===== config.mk =====
export PLATFORM = sky130hd
export DESIGN_NAME = sdram_stream_writer
export DESIGN_NICKNAME = d
export VERILOG_FILES = /design/src/rtl/sdram_stream_writer.sv
export SDC_FILE = /design/constraint.sdc
export NUM_CORES = 1
export LEC_CHECK = 0
export BUFFER_PORTS_ARGS = -buffer_cell sky130_fd_sc_hd__buf_2
export CAP_MARGIN = 20
export CORE_UTILIZATION = 30
export CTS_CLUSTER_SIZE = 24
export DETAILED_ROUTE_END_ITERATION = 10
export GPL_TIMING_DRIVEN = 0
export PLACE_DENSITY = 0.47
export SKIP_LAST_GASP = 1
export SLEW_MARGIN = 10
export SYNTH_ARGS = -nofsm -noshare
export SYNTH_HDL_FRONTEND = slang
export SYNTH_SLANG_ARGS = --single-unit

===== constraint.sdc =====
create_clock -name clk -period 10.2 [get_ports clk]
set_input_delay 1.02 -clock clk [delete_from_list [all_inputs] [get_ports clk]]
set_output_delay 1.02 -clock clk [all_outputs]
set_load 0.01 [all_outputs]

===== src/rtl/sdram_stream_writer.sv =====
// sdram_stream_writer: buffers a non-stallable sample stream and drains it into an SDRAM write port over a ring address region
module sdram_stream_writer #(
  parameter int DQ_WIDTH = 16,
  parameter int ADDR_WIDTH = 24,
  parameter int FIFO_AW = 4,
  parameter int ADDR_STEP = 4,
  parameter logic [ADDR_WIDTH-1:0] BASE_ADDR = 24'h000000,
  parameter logic [ADDR_WIDTH-1:0] END_ADDR = 24'hFFFFFC
) (
  input  logic                  clk,
  input  logic                  rst_n,
  input  logic                  enable,
  input  logic                  s_valid,
  input  logic [DQ_WIDTH-1:0]   s_data,
  output logic                  s_ready,
  output logic [ADDR_WIDTH-1:0] addr,
  output logic                  wr_req,
  output logic [DQ_WIDTH-1:0]   wr_data,
  input  logic                  wr_ack,
  output logic [FIFO_AW:0]      level,
  output logic                  overflow,
  input  logic                  ovf_clr,
  output logic                  wrapped
);
  typedef enum logic {IDLE, REQ} state_t;
  state_t state;
  logic [DQ_WIDTH-1:0] mem [2**FIFO_AW];
  logic [FIFO_AW-1:0] wr_ptr, rd_ptr;
  logic push, pop, drop;
  logic [FIFO_AW:0] level_next;
  logic [DQ_WIDTH-1:0] next_head;
  assign s_ready = ~level[FIFO_AW];
  assign push = s_valid & s_ready;
  assign drop = s_valid & ~s_ready;
  assign pop = (state == REQ) & wr_ack;
  assign level_next = level + (FIFO_AW+1)'(push) - (FIFO_AW+1)'(pop);
  // a lone buffered word being popped while a new one arrives means the new sample is the next head
  assign next_head = (level == (FIFO_AW+1)'(1)) ? s_data : mem[rd_ptr + 1'b1];
  // sample storage, unreset: pointers alone define what is valid
  always_ff @(posedge clk)
    if (push) mem[wr_ptr] <= s_data;
  // FIFO bookkeeping, overflow flag, ring address and write-request FSM
  always_ff @(posedge clk or negedge rst_n)
    if (!rst_n) begin
      state <= IDLE;
      wr_req <= 1'b0;
      wr_data <= '0;
      addr <= BASE_ADDR;
      wrapped <= 1'b0;
      overflow <= 1'b0;
      level <= '0;
      wr_ptr <= '0;
      rd_ptr <= '0;
    end else begin
      level <= level_next;
      if (push) wr_ptr <= wr_ptr + 1'b1;
      if (pop) rd_ptr <= rd_ptr + 1'b1;
      overflow <= drop | (overflow & ~ovf_clr);
      wrapped <= pop & (addr == END_ADDR);
      if (pop) addr <= (addr == END_ADDR) ? BASE_ADDR : addr + ADDR_WIDTH'(ADDR_STEP);
      if (state == IDLE) begin
        if (enable && level != '0) begin
          state <= REQ;
          wr_req <= 1'b1;
          wr_data <= mem[rd_ptr];
        end
      end else if (wr_ack) begin
        if (enable && level_next != '0) wr_data <= next_head;
        else begin
          state <= IDLE;
          wr_req <= 1'b0;
        end
      end
    end
endmodule

==> metrics <==
worst slew pin tran=1.07 ns; Worst Path Arrival=between 4 and 5 ns; Detailed Routing Iterations Pass 1=9; GR Overflow Total=0; mux cell area share after synthesis=21.2%; Final period util=43.9%; die height=222 microns; max_slew headroom=~29%; die area=49100 sq um; # setup viols final=0; Clock Skew=0.0244 ns; Synth top cells by count=edfxtp_1 (256), mux4_2 (128), nand2_1 (121); first-pass GRT wire length=61.8 mm; I/O pins=71; core area=47600 sq um; HP Class=input pin to async pin; vias in the first global route=between 9k and 10k; largest net degree at the start of global routing=52; Post-CTS Setup Inserts=0; CP startpoint kind=register; M2 GR Usage=27.3%; Final Critical Period=4.47 ns; Synth Area in Compound Gates=under 10%; CTS tree=yes; # placed instances=about 1.6k; via count=8835; chip width=between 200 and 250 microns; clock root buffer=clkbuf_16; Sink Count=311; Max Cap Viol=0; GRT busiest layer=met2; DR iter-0 viols=about 900; clock-pin slew on the worst setup and hold paths=0.06 ns; CP max FO=10; H-tree levels=2; Simple-Gate Fraction of Synth Area=6.45%; status=completed; Layout fillers=between 4k and 5k; ys flop type=edfxtp_1; GRT Util Overall=17.3%; share of cells above drive strength 1=a little under a third; hpwl dp=28.8 mm; Layout area overhead=17.6%; Antenna diodes=0; Synth Area in XOR/XNOR=1.69%; CP Class=register to register; most frequent cell after synthesis=edfxtp_1; setup ws final=5.73 ns; Critical Path RT=10.62 ns; Rows=80; Non-Filler Instances=roughly 1.7k; largest family of logic cells by synthesized area=multiplexers; Synth top area share=53.1%; initial cell density of the core=30.4%; Post-Syn Area per Cell=approximately 16 sq um; cell area after synthesis=14500 sq um; # resized after CTS=0; Longest Clk Path Bufs=3; Post-synth EDFFs=256; Lkg Pwr=0.00589 uW; endpoint class of the critical path=register; synth warn=0; Final GP Congestion=approximately 0.85; Post-synth ARST share=17.7%; Residual DRC=0; worst skew pair latency=0.55 ns; post-DR vias/cell=5.35; Max Fclk=224 MHz; final core utilization=a little over a third; antenna violations before repair=1; CP Cell Sequence=buf_2, nand2_1, clkinv_1, ha_1, inv_1, ha_1, inv_1, fa_1, nand2b_1, a21oi_1, xnor2_1, nand3_1, a41oi_2, buf_4, mux2_2; Place WS=5.18 ns; worst vdd ir=approximately 0.00017 V; Hold Fails Final Rpt=0; Distinct cells, synth=just over 40; Yosys reg bits=311; M3 GR Usage=2.80%; Area contributors post-synth=edfxtp_1 (53%), mux4_2 (20%), dfrtp_1 (9.5%); slowest stage delay, CP=0.58 ns; Num CTS Buffers=36; Synth area leader=edfxtp_1; final WL=41.7 mm; TNS Setup=0 ns; RSZ-0062 raised after global routing=no; sequential element share of the synthesized area=62.6%; I/O Buffers=68; met1 Usage GRT=approximately a quarter; Max Slew Vio Count=0; Final Net Count=1043; Critical-path top delay cell=a41oi_2; Post-Synth Adder-Cell Area=1.26%; Final Power=5390 uW; antenna-violating nets left=0; wire length per cell=between 20 and 30 microns; synthesized netlist cell count=881; Post-CTS Hold Buffers=0; pwr/cell area=317 nW/um^2
[flip-flops by register name, summed over array words and instances (netlist names)]
signal,flops
rd_ptr,4
addr,22
mem,256
state,1
level,5
wr_ptr,4
overflow,1
wr_data,16
wr_req,1
wrapped,1
[cells by family after synthesis]
group                    Yosys count
XOR/XNOR                          28
flip-flops                       311
multiplexers                     145
other                              1
AO/OA/AOI/OAI                     88
buffers and inverters             78
AND/OR/NAND/NOR                  216
adder cells (fa/ha/maj)           14
[final timing paths]
kind,cells past startpoint,slack (ns),startpoint,end
min in group clk,1,0.50,wr_data[11],wr_data[11]
setup reg to reg,15,5.73,state,wr_data[4]
max in group asynchronous,2,9.42,rst_n,wr_data[4]
hold reg to reg,1,0.50,wr_data[11],wr_data[11]
setup / recovery,15,5.73,state,wr_data[4]
hold / removal,1,0.29,rst_n,overflow
[stage by stage]
stage	cell area [sq um]	hold slack, ns
2_1_floorplan	14500	0.549
5_1_grt	17000	0.275
3_3_place_gp	15600	0.482
3_5_place_dp	15900	0.491
4_1_cts	17000	0.262
6_report	17000	0.286
[area by class of cell]
class	instances	area (sq um)	share of cell area [%]
flip-flops and latches	311	9060	53.3
multi-input cells	493	5120	30.1
clock buffers	47	985	5.79
well taps	615	769	4.52
repair buffers	87	581	3.41
plain buffers	60	288	1.69
clock inverters	19	146	0.860
inverters	18	67.6	0.397
[layout by cell type (no fill, tap or decap), types with 13 or more instances in the layout]
| cell | instances |
|---|---|
| a222oi_1 | 15 |
| a22oi_1 | 16 |
| a31oi_1 | 33 |
| buf_2 | 87 |
| buf_4 | 13 |
| clkbuf_1 | 37 |
| clkbuf_16 | 38 |
| dfrtp_1 | 55 |
| edfxtp_1 | 256 |
| ha_1 | 13 |
| inv_1 | 17 |
| mux2_2 | 16 |
| mux4_2 | 128 |
| nand2_1 | 121 |
| nand3_1 | 24 |
| nor2_1 | 22 |
| xnor2_1 | 13 |
| xor2_1 | 15 |
[power by group]
group          leakage, uW  switching, uW  total, uW  internal [uW]
combinational      0.00233           1470       2530           1070
sequential         0.00300           82.6       1610           1520
clock             0.000558            517       1250            732
[routing by layer]
| metal | vias up | part of all wire [%] |
|---|---|---|
| met4 | 2 | 3.3 |
| met3 | 77 | 6.1 |
| li1 | 3786 | - |
| met5 | - | 0.029 |
| met1 | 4634 | 44 |
| met2 | 336 | 47 |
[worst max-delay path: cells and delay by family (launching register included)]
kind | cells | cell delay, ns
xor+xnor | 1 | 0.19
mux | 1 | 0.36
fa+ha+maj | 3 | 0.99
buf+inv | 5 | 1.08
flops | 1 | 0.38
compound gates | 2 | 0.75
simple gates | 3 | 0.60
Power figures use the tool's default switching activity.
